$ cat config.mk
export PLATFORM = sky130hd
export DESIGN_NAME = ps2_rx
export DESIGN_NICKNAME = d
export VERILOG_FILES = /design/src/rtl/ps2_rx.sv
export SDC_FILE = /design/constraint.sdc
export NUM_CORES = 1
export LEC_CHECK = 0
export CAP_MARGIN = 30
export CORE_UTILIZATION = 25
export CTS_CLUSTER_SIZE = 12
export DETAILED_ROUTE_END_ITERATION = 6
export DONT_BUFFER_PORTS = 1
export MAX_ROUTING_LAYER = met4
export PLACE_DENSITY_LB_ADDON = 0.12
export SYNTH_ARGS = -nofsm -noshare
export SYNTH_HDL_FRONTEND = slang
export SYNTH_SLANG_ARGS = --single-unit
$ cat constraint.sdc
create_clock -name clk -period 2.45 [get_ports clk]
set_clock_uncertainty 0.2 [all_clocks]
set_input_delay 0.6125 -clock clk [delete_from_list [all_inputs] [get_ports clk]]
set_output_delay 0.6125 -clock clk [all_outputs]
set_load 0.01 [all_outputs]
$ cat src/rtl/ps2_rx.sv
// rtl/ps2_rx.sv - PS/2 device-to-host frame receiver with glitch-filtered clock
// Optional intra-frame watchdog enabled by defining PS2_RX_TIMEOUT_EN.
module ps2_rx #(
  parameter int FILTER_LEN     = 8,
  parameter int TIMEOUT_CYCLES = 100000
) (
  input  logic       clk,
  input  logic       rst,
  input  logic       rx_en,
  input  logic       ps2c,
  input  logic       ps2d,
  output logic [7:0] dout,
  output logic       rx_done_tick,
  output logic       parity_err,
  output logic       frame_err,
  output logic       rx_busy,
  output logic       timeout_tick
);

  typedef enum logic [1:0] {
    IDLE = 2'd0,
    DPS  = 2'd1,
    LOAD = 2'd2
  } state_t;

  state_t state, state_next;

  logic                  c_s1, c_s2, d_s1, d_s2;
  logic [FILTER_LEN-1:0] filt;
  logic                  f_val, f_next, fall_edg;
  logic [3:0]            n;
  logic [9:0]            b, b_shift;
  logic                  start_ok, wd_expire;

  // Reset to all ones so the filtered clock sees no edge on reset release.
  always_ff @(posedge clk) begin
    if (rst) begin
      c_s1  <= 1'b1;
      c_s2  <= 1'b1;
      d_s1  <= 1'b1;
      d_s2  <= 1'b1;
      filt  <= {FILTER_LEN{1'b1}};
      f_val <= 1'b1;
    end else begin
      c_s1  <= ps2c;
      c_s2  <= c_s1;
      d_s1  <= ps2d;
      d_s2  <= d_s1;
      filt  <= {filt[FILTER_LEN-2:0], c_s2};
      f_val <= f_next;
    end
  end

  always_comb begin
    f_next = f_val;
    if (filt == {FILTER_LEN{1'b1}})
      f_next = 1'b1;
    else if (filt == {FILTER_LEN{1'b0}})
      f_next = 1'b0;
  end

  assign fall_edg = f_val & ~f_next;
  assign b_shift  = {d_s2, b[9:1]};
  assign start_ok = fall_edg & ~d_s2 & rx_en;

`ifdef PS2_RX_TIMEOUT_EN
  localparam logic [16:0] WD_MAX = 17'(TIMEOUT_CYCLES - 1);
  logic [16:0] wd;

  always_ff @(posedge clk) begin
    if (rst || state != DPS || fall_edg)
      wd <= 17'd0;
    else
      wd <= wd + 17'd1;
  end

  assign wd_expire = (state == DPS) && !fall_edg && (wd == WD_MAX);
`else
  logic unused_timeout_cfg;
  assign unused_timeout_cfg = (TIMEOUT_CYCLES == 0);
  assign wd_expire = 1'b0;
`endif

  always_ff @(posedge clk) begin
    if (rst)
      state <= IDLE;
    else
      state <= state_next;
  end

  always_comb begin
    state_next = state;
    case (state)
      IDLE: if (start_ok) state_next = DPS;
      DPS: begin
        if (fall_edg && n == 4'd9)
          state_next = LOAD;
        else if (wd_expire)
          state_next = IDLE;
      end
      LOAD:    state_next = IDLE;
      default: state_next = IDLE;
    endcase
  end

  always_comb begin
    rx_busy      = 1'b0;
    rx_done_tick = 1'b0;
    timeout_tick = 1'b0;
    case (state)
      DPS: begin
        rx_busy      = 1'b1;
        timeout_tick = wd_expire;
      end
      LOAD: begin
        rx_busy      = 1'b1;
        rx_done_tick = 1'b1;
      end
      default: ;
    endcase
  end

  // Result registers are captured on the stop edge so they are valid alongside the tick.
  always_ff @(posedge clk) begin
    if (rst) begin
      n          <= 4'd0;
      b          <= 10'd0;
      dout       <= 8'd0;
      parity_err <= 1'b0;
      frame_err  <= 1'b0;
    end else begin
      if (state == IDLE && start_ok)
        n <= 4'd0;
      if (state == DPS && fall_edg) begin
        b <= b_shift;
        if (n != 4'd9) begin
          n <= n + 4'd1;
        end else begin
          dout       <= b_shift[7:0];
          parity_err <= ~^b_shift[8:0];
          frame_err  <= ~b_shift[9];
        end
      end
    end
  end

endmodule

==> results.cfg <==
[cells_and_area]
multi_input_area_um2 = 798.3
layout.area.seq_um2 = 760.7
fin_nets = 181
final-instance-count-excl-fill = 244
stdcell_area_um2 = 1773
final_core_util_pct = 29.08
area.growth.synth_to_final_pct = 9.505
num_antenna_cells = 0
drive_gt1_share_pct = 14.20
layout.filler_cells = 680

[drt]
route.detailed.vias_per_inst = 4.578
detailroute.via_count = 1117
number_of_drc_markers_in_iteration_0 = 36
firstDrtPassIters = 4
finalWirelength_mm = 3.135
post-route-drc-count = 0
antenna_left = 0
wire_per_inst_um = 12.85

[power]
power.combinational.fraction_pct = 0.7
power.share.switching_pct = 19.15
clock_power_share_pct = 39.4
netSwitchingPower_w = 0.0001997
pwr_density_cell_nw_per_um2 = 588.0
p_leak_nw = 0.6930
pwr-share-seq_pct = 59.9
total_power_w = 0.001043
vdd_drop_max_mv = 0.1791
internal-power_w = 0.0008429

[global_routing]
grt_overflow = 0
vias_in_the_first_global_route = 1128
number_of_antenna_violations_at_the_first_check_in_global_routing = 0
global_route_wire_length_before_repair_mm = 5.506
maximum_number_of_pins_on_one_net_before_global_route_repair = 40
gr-usage-all-layers_pct = 11.23

[die]
fp.dieArea_um2 = 6802
chipWidth_um = 82.48
chipHeight_um = 82.48
site_row_count = 28
ioPinCount = 18
initial_standard_cell_utilization_of_the_core_pct = 26.56
core_um2 = 6096

[run]
drv_cap = 0

[yosys]
asyncSetResetFlopFracSynth_pct = 0
ys_seq_area_share_pct = 46.99
synth.yosys.warnings = 0
yosysMostFrequentCell = sky130_fd_sc_hd__dfxtp_1
synth_largest_type_area_fraction_pct = 46.99
post_synth_num_cell_types = 35
ys_ff_latch = 38
synth_enable_flop_cells = 0
synth.area.top_cells = sky130_fd_sc_hd__dfxtp_1 (47%), sky130_fd_sc_hd__mux2i_1 (5.6%), sky130_fd_sc_hd__a21oi_1 (4.9%)
syn_nets = 180
syn_area_per_cell_um2 = 9.580
cell_count_after_synthesis = 169
postSynth.topFlopCell = sky130_fd_sc_hd__dfxtp_1
synthDominantAreaCellType = sky130_fd_sc_hd__dfxtp_1
synthesized_area_um2 = 1619
synth_common_cells = sky130_fd_sc_hd__dfxtp_1 (38), sky130_fd_sc_hd__a21oi_1 (16), sky130_fd_sc_hd__nand2_1 (14)

[critical_path]
top_fanout_value_on_the_critical_path = 13
critical-path-max-stage-delay_ns = 0.54
end_kind = flip-flop
timing.critical_path.from_type = flip-flop
reg2reg_from = filt[7]$_SDFF_PP1_
rr_endpoint = n[2]$_SDFF_PP0_
crit_path_cell_chain = nor4_4 > and3_1 > a41oi_1 > a311oi_1
crit_type = reg2reg
timing.reg2reg.worst_path_depth = 4
crit_slowest_cell = sky130_fd_sc_hd__and3_1
r2r_setup_slack_ns = 0.39
arrival_ns = 2.05
critical_path_rt_ns = 2.44

[timing]
rsz0062_at_grt = no
fin_setup_tns_ns = 0
final_max_slew_viol_count = 0
finalHoldViolCount = 0
period_needed_ns = 2.060
max_freq_ghz = 0.4855
finalSetupViolCount = 0
min_period_over_period_pct = 84.08

[clock_network]
postCtsResizedCells = 0
cts_root_buffer = sky130_fd_sc_hd__clkbuf_8
numCtsBuffers = 5
cts_tree = built
cts_setup_buffers = 0
clkTransAtPathRegs_ns = 0.07
clockBufferDepth = 2
cts_num_sinks = 38
cts_hold_repair.buffers = 0
clk_latency_worst_skew_pair_ns = 0.28
cts.htree.levels = 2

[placed_design]
gp_congestion = 0.7517
place_area_um2 = 1690
dp.cells = 238
buffer_ports.inserted = 0
place_hpwl_mm = 2.155

[min_path]
worst_hold_path.num_cells = 1
hold-path-endpoint = b[9]$_SDFFE_PP0N_
hold_path_start = rst
hp-class = in2reg

[outcome]
run_status = finished clean
==> how the worst max path moves through the flow <==
stage	start	endpoint	slack, ns
final	filt[7]$_SDFF_PP1_	n[2]$_SDFF_PP0_	0.39
after global routing	filt[1]$_SDFF_PP1_	n[2]$_SDFF_PP0_	0.19
after CTS	filt[7]$_SDFF_PP1_	n[2]$_SDFF_PP0_	0.39
after detailed placement	filt[7]$_SDFF_PP1_	n[2]$_SDFF_PP0_	0.39
after global placement	filt[7]$_SDFF_PP1_	n[2]$_SDFF_PP0_	0.45
after floorplan	state[1]$_SDFFE_PP0P_	frame_err$_SDFFE_PP0P_	0.60
==> placed cells by master, fill, tap and decap left out, types with 2 or more instances in the layout <==
master and instances:
sky130_fd_sc_hd__inv_1 4, sky130_fd_sc_hd__buf_4 3, sky130_fd_sc_hd__mux2i_1 9, sky130_fd_sc_hd__clkbuf_8 6
sky130_fd_sc_hd__and4b_1 2, sky130_fd_sc_hd__nor4_4 2, sky130_fd_sc_hd__nand4_1 6, sky130_fd_sc_hd__dfxtp_1 38
sky130_fd_sc_hd__or2_2 12, sky130_fd_sc_hd__ha_1 6, sky130_fd_sc_hd__xnor2_1 5, sky130_fd_sc_hd__nand2_1 14
sky130_fd_sc_hd__a21oi_1 16, sky130_fd_sc_hd__nand3_1 10, sky130_fd_sc_hd__nor2_1 10, sky130_fd_sc_hd__o21ai_0 4
sky130_fd_sc_hd__nand2b_1 2, sky130_fd_sc_hd__or3_1 3
==> power by group through the flow <==
| stage | sequential (W) | combinational, W | clock [W] |
|---|---|---|---|
| after global routing | 0.000624 | 0.00000856 | 0.000463 |
| final | 0.000624 | 0.00000743 | 0.000411 |
| after CTS | 0.000624 | 0.00000756 | 0.000434 |
| after detailed placement | 0.000638 | 0.00000749 | 0 |
| after global placement | 0.000638 | 0.00000756 | 0 |
| after floorplan | 0.000637 | 0.0000147 | 0 |
==> per-stage QoR <==
step	hold slack [ns]	setup WS (ns)
2_1_floorplan	0.1895	0.5970
3_3_place_gp	0.2006	0.4486
3_5_place_dp	0.1977	0.3943
4_1_cts	0.1814	0.3883
5_1_grt	0.1779	0.1914
6_report	0.1973	0.3901
==> state kept, by name, summed over array words and instances (netlist names), 2 cells and up <==
register / flops
n: 4
dout: 8
b: 9
filt: 8
state: 2
==> cell families (layout without fill, tap and decap cells) <==
kind of cell | Yosys count | in the layout | share of synthesized area, %
muxes | 9 | 9 | 5.564
xor gates and xnor gates | 7 | 7 | 4.637
buffers and inverters | 13 | 13 | 3.709
DFF | 38 | 38 | 46.99
and+or+nand+nor | 68 | 68 | 24.65
adders and majority gates | 6 | 6 | 4.637
AOI/OAI and AO/OA | 27 | 27 | 9.584
other | 1 | 1 | 0.2316
==> routing by layer <==
layer | global-route usage (%) | share of wire, % | routed length (µm) | up-vias
li1 | - | - | - | 577
met1 | 14.58 | 50 | 1582 | 519
met2 | 16.03 | 43 | 1358 | 16
met3 | 3.736 | 4.8 | 149 | 5
met4 | 4.211 | 1.4 | 44 | 0
met5 | - | 0 | 0 | -
==> layout make-up <==
| class | count | share of cell area [%] |
|---|---|---|
| Clock buffer | 6 | 4.658 |
| Inverter | 4 | 0.8469 |
| Timing Repair Buffer | 3 | 1.270 |
| Multi-Input combinational cell | 118 | 45.02 |
| Tap cell | 75 | 5.293 |
| Sequential cell | 38 | 42.91 |
==> critical path: cells and delay by family, from the launching register on <==
kind / cells / cell delay [ns]
simple gates: 2 / 1.03
flops: 1 / 0.33
compound gates: 2 / 0.41
Note: power is estimated with default switching activity, not from simulation.
